==> config.mk <==
export PLATFORM = sky130hd
export DESIGN_NAME = imm_extend_pipe
export DESIGN_NICKNAME = d
export VERILOG_FILES = /design/src/rtl/imm_extend_pipe.sv
export SDC_FILE = /design/constraint.sdc
export NUM_CORES = 1
export LEC_CHECK = 0
export CAP_MARGIN = 30
export CORE_MARGIN = 8
export CORE_UTILIZATION = 51
export CTS_CLUSTER_DIAMETER = 30
export CTS_CLUSTER_SIZE = 10
export DETAILED_ROUTE_END_ITERATION = 8
export PLACE_DENSITY = 0.79
export SLEW_MARGIN = 5
export SYNTH_ARGS = -nofsm -noshare
export SYNTH_HDL_FRONTEND = slang
export SYNTH_SLANG_ARGS = --single-unit
export TNS_END_PERCENT = 5
==> constraint.sdc <==
create_clock -name clk_i -period 3.3 [get_ports clk_i]
set_clock_uncertainty 0.15 [all_clocks]
set_input_delay 0.33 -clock clk_i [delete_from_list [all_inputs] [get_ports clk_i]]
set_output_delay 0.33 -clock clk_i [all_outputs]
set_load 0.1 [all_outputs]
==> src/rtl/imm_extend_pipe.sv <==
// Immediate extender (sign / zero / upper / branch) feeding a 2-entry output FIFO.
// Ready/valid on both sides; in_ready_o depends on registered occupancy only.
module imm_extend_pipe #(
    parameter int IN_W  = 16,
    parameter int OUT_W = 32
) (
    input  logic             clk_i,
    input  logic             rst_i,
    input  logic             in_valid_i,
    output logic             in_ready_o,
    input  logic [IN_W-1:0]  data_i,
    input  logic [1:0]       mode_i,
    output logic             out_valid_o,
    input  logic             out_ready_i,
    output logic [OUT_W-1:0] data_o,
    output logic [15:0]      done_cnt_o
);

    localparam logic [1:0] MODE_SIGN   = 2'b00;
    localparam logic [1:0] MODE_ZERO   = 2'b01;
    localparam logic [1:0] MODE_UPPER  = 2'b10;
    localparam logic [1:0] MODE_BRANCH = 2'b11;

    function automatic logic [OUT_W-1:0] extend(input logic [IN_W-1:0] imm,
                                                input logic [1:0]      mode);
        logic signed [OUT_W-1:0] sx;
        logic        [OUT_W-1:0] res;
        sx = {{(OUT_W-IN_W){imm[IN_W-1]}}, imm};
        case (mode)
            MODE_SIGN:   res = sx;
            MODE_ZERO:   res = {{(OUT_W-IN_W){1'b0}}, imm};
            MODE_UPPER:  res = {imm, {(OUT_W-IN_W){1'b0}}};
            MODE_BRANCH: res = sx <<< 2;
            default:     res = sx;
        endcase
        return res;
    endfunction

    logic [OUT_W-1:0] mem_q [2];
    logic             wr_ptr_q, wr_ptr_d;
    logic             rd_ptr_q, rd_ptr_d;
    logic [1:0]       count_q, count_d;
    logic [15:0]      done_cnt_q, done_cnt_d;
    logic             push, pop;

    assign in_ready_o  = (count_q < 2'd2);
    assign out_valid_o = (count_q != 2'd0);
    assign push        = in_valid_i && in_ready_o && !rst_i;
    assign pop         = out_valid_o && out_ready_i;
    assign data_o      = out_valid_o ? mem_q[rd_ptr_q] : '0;
    assign done_cnt_o  = done_cnt_q;

    always_comb begin
        wr_ptr_d   = wr_ptr_q;
        rd_ptr_d   = rd_ptr_q;
        count_d    = count_q;
        done_cnt_d = done_cnt_q;
        if (push) begin
            wr_ptr_d = ~wr_ptr_q;
        end
        if (pop) begin
            rd_ptr_d   = ~rd_ptr_q;
            done_cnt_d = done_cnt_q + 16'd1;
        end
        case ({push, pop})
            2'b10:   count_d = count_q + 2'd1;
            2'b01:   count_d = count_q - 2'd1;
            default: count_d = count_q;
        endcase
    end

    // Control state: reset wins over any same-edge transfer.
    always_ff @(posedge clk_i) begin
        if (rst_i) begin
            wr_ptr_q   <= 1'b0;
            rd_ptr_q   <= 1'b0;
            count_q    <= 2'd0;
            done_cnt_q <= 16'd0;
        end else begin
            wr_ptr_q   <= wr_ptr_d;
            rd_ptr_q   <= rd_ptr_d;
            count_q    <= count_d;
            done_cnt_q <= done_cnt_d;
        end
    end

    // Storage carries no reset; stale entries are masked by out_valid_o.
    always_ff @(posedge clk_i) begin
        if (push) begin
            mem_q[wr_ptr_q] <= extend(data_i, mode_i);
        end
    end

endmodule

==> impl_metrics.toml <==
[synth]
synthesis.area_per_instance_um2 = 12.2
yosysWarningCount = 0
synth.cell_area_um2 = 3670
synthCells = 301
ys_seq_elements = 85
dominantRegCellSynth = "sky130_fd_sc_hd__edfxtp_1"
synth_edf_count = 64
yosys.area.top_type = "sky130_fd_sc_hd__edfxtp_1"
synth.most_common_cell = "sky130_fd_sc_hd__edfxtp_1"
postSynth.asyncResetShare = 0
synth-seq-area-share = 0.637
synth.top_cells.by_area = "sky130_fd_sc_hd__edfxtp_1, sky130_fd_sc_hd__dfxtp_1, sky130_fd_sc_hd__mux2i_1"
netlist.area_leader.share = 0.523
mappedNetlistNets = 325
netlist_top_cells_count = "sky130_fd_sc_hd__edfxtp_1, sky130_fd_sc_hd__nor2_1, sky130_fd_sc_hd__mux2i_1"
number_of_distinct_standard_cells_referenced_by_the_synthesized_netlist = 36

[setup_path]
worst-path-max-fanout = 18
criticalPathCategory = "flip-flop to output pin"
worst-endpoint-arrival_ns = 2.03
timing.critical_path.from_type = "flip-flop"
worst_setup_path_end_kind = "output pin"
critPathRequiredTime_ns = 2.82

[place]
numPlacedInstances = 459
place_worst_setup_slack_ns = 0.857
placement.io_buffers = 71
dpl_wire_length_um = 5680
dpl-instance-area_um2 = 4400
finalWeightedCongestion = 0.838

[global_route]
via_count_of_the_first_global_routing_pass = 2541
grt_start_max_net_pins = 33
grt_pass1_wl_um = 12600
grt_use_total = 0.163
globalRoute.totalOverflow = 0
antenna_found_initial = 0

[pwr]
total_power_mw = 4.02
p_leak_nw = 1.64
peakVddDrop_v = 0.000287
p_per_area_nw_per_um2 = 871

[finish]
final_area_um2 = 4610
syn2layout_area_growth_pct = 25.4
multi_input_combinational_cell_area_um2 = 1230
post_route_cells_drive_above_1_share = 0.170
final_cell_count_no_fill = 475
fillCellCount = 555
nNetsFinal = 395
final_util = 0.649
final-seq-area_um2 = 2340
diodes = 0

[sta]
timing.final.crit_share = 0.760
slew_violations = 0
setup_viol = 0
worstMarginPinSlew_ns = 1.00
minimum_period_implied_by_the_final_worst_setup_slack_ns = 2.51
relative_slew_slack = 0.328
rsz0062_at_grt = "false"
finalHoldViolCount = 0
fin_tns_setup_ns = 0
fin_worst_hold_slack_ns = 0.337
timing.fmax_mhz = 399
postLayoutSetupSlackWorst_ns = 0.791

[die]
io_pins = 72
core_region_area_um2 = 7100
die_h_um = 101
floorplan.initialDensity = 0.518
row_count = 31
die_w_um = 101
die_area_um2 = 10200

[routing]
routed_wirelength_um = 8010
drt-initial-drc-count = 126
post_drt_via_cell_ratio = 5.37
drc_errors = 0
avgRoutedWirePerCell_um = 16.9
routed-via-count = 2550
postRouteAntennaNets = 0
drt_pre_antenna_iters = 5

[clock_network]
count_of_hold_fix_buffers_inserted_at_cts = 0
tritoncts = "done"
post_cts.resized_instances = 0
clkLatencyLatePin_ns = 0.35
cts.sink_count = 85
max-clock-path-buffers = 2
cts-buffers-inserted = 9
clockRootBuffer = "sky130_fd_sc_hd__clkbuf_8"
post-cts-setup-buffers = 0
cts.clk_slew.worst_paths_ns = 0.08
h-tree-depth = 3

[hold_path]
timing.hold.worst.class = "flip-flop to flip-flop"

[run_status]
status = "completed"

[run]
drv_cap = 0
worst max-delay path, cell delays in order, from the launching register on:
cell	delay, ns
sky130_fd_sc_hd__dfxtp_1	0.40
sky130_fd_sc_hd__nor2_2	0.60
sky130_fd_sc_hd__buf_4	0.35
sky130_fd_sc_hd__nor2_1	0.09
sky130_fd_sc_hd__buf_4	0.24
cell type report:
cell class              count  area share
inverters                   5     0.00407
clock buffers              14      0.0421
repair buffers             79       0.148
well taps                  99      0.0269
flip-flops and latches     85       0.508
multi-input cells         191       0.268
clock inverters             2     0.00244
placed cells by master (no fill, tap or decap), types with 2 or more instances in the layout:
cell type	instances
sky130_fd_sc_hd__a22o_1	13
sky130_fd_sc_hd__clkbuf_8	12
sky130_fd_sc_hd__mux2i_1	33
sky130_fd_sc_hd__a21oi_1	19
sky130_fd_sc_hd__or4_1	2
sky130_fd_sc_hd__buf_4	43
sky130_fd_sc_hd__xnor2_1	8
sky130_fd_sc_hd__nor3_1	2
sky130_fd_sc_hd__or3_1	2
sky130_fd_sc_hd__ha_1	2
sky130_fd_sc_hd__dfxtp_1	20
sky130_fd_sc_hd__o21ai_0	17
sky130_fd_sc_hd__nand2_1	11
sky130_fd_sc_hd__xor2_1	7
sky130_fd_sc_hd__nor2b_1	3
sky130_fd_sc_hd__nor2_1	48
sky130_fd_sc_hd__clkdlybuf4s50_1	36
sky130_fd_sc_hd__inv_1	5
sky130_fd_sc_hd__edfxtp_1	64
sky130_fd_sc_hd__and2_1	2
sky130_fd_sc_hd__nor2_2	2
sky130_fd_sc_hd__and4_1	2
sky130_fd_sc_hd__nand4_1	4
flip-flops by register name, summed over array words and instances, names as in the netlist, named ones only:
signal	flops
mem_q	64
rd_ptr_q	1
done_cnt_o	16
wr_ptr_q	1
count_q	2
metal layers:
layer	track usage	up-vias	share of wire
met2	0.267	58	0.50
met1	0.190	1240	0.42
met5	0	-	0
met4	0.0733	0	0.020
li1	-	1234	-
met3	0.0504	18	0.058
power breakdown:
group          total [mW]  switching, mW  internal, mW
registers            1.33         0.0816          1.25
clock network       0.727          0.346         0.381
logic                1.96           1.54         0.419
total                4.02           1.97          2.05
path summary, 6_finish.rpt:
check / cells past startpoint / start / slack [ns] / end
worst max-delay path: 4 / count_q[0] / 0.79 / data_o[5]
worst min-delay path: 2 / done_cnt_o[15] / 0.34 / done_cnt_o[15]
worst max register to register: 4 / count_q[0] / 1.35 / count_q[1]
worst min register to register: 2 / done_cnt_o[15] / 0.34 / done_cnt_o[15]
cells by family after synthesis:
group                      Yosys count  synth area share
AOI/OAI and AO/OA                   57            0.0981
xor gates and xnor gates            15            0.0358
adders and majority gates            2           0.00681
buffers and inverters               25            0.0279
DFF                                 85             0.637
muxes                               33            0.0899
and+or+nand+nor                     84             0.104
(Power assumes the default switching activity.)
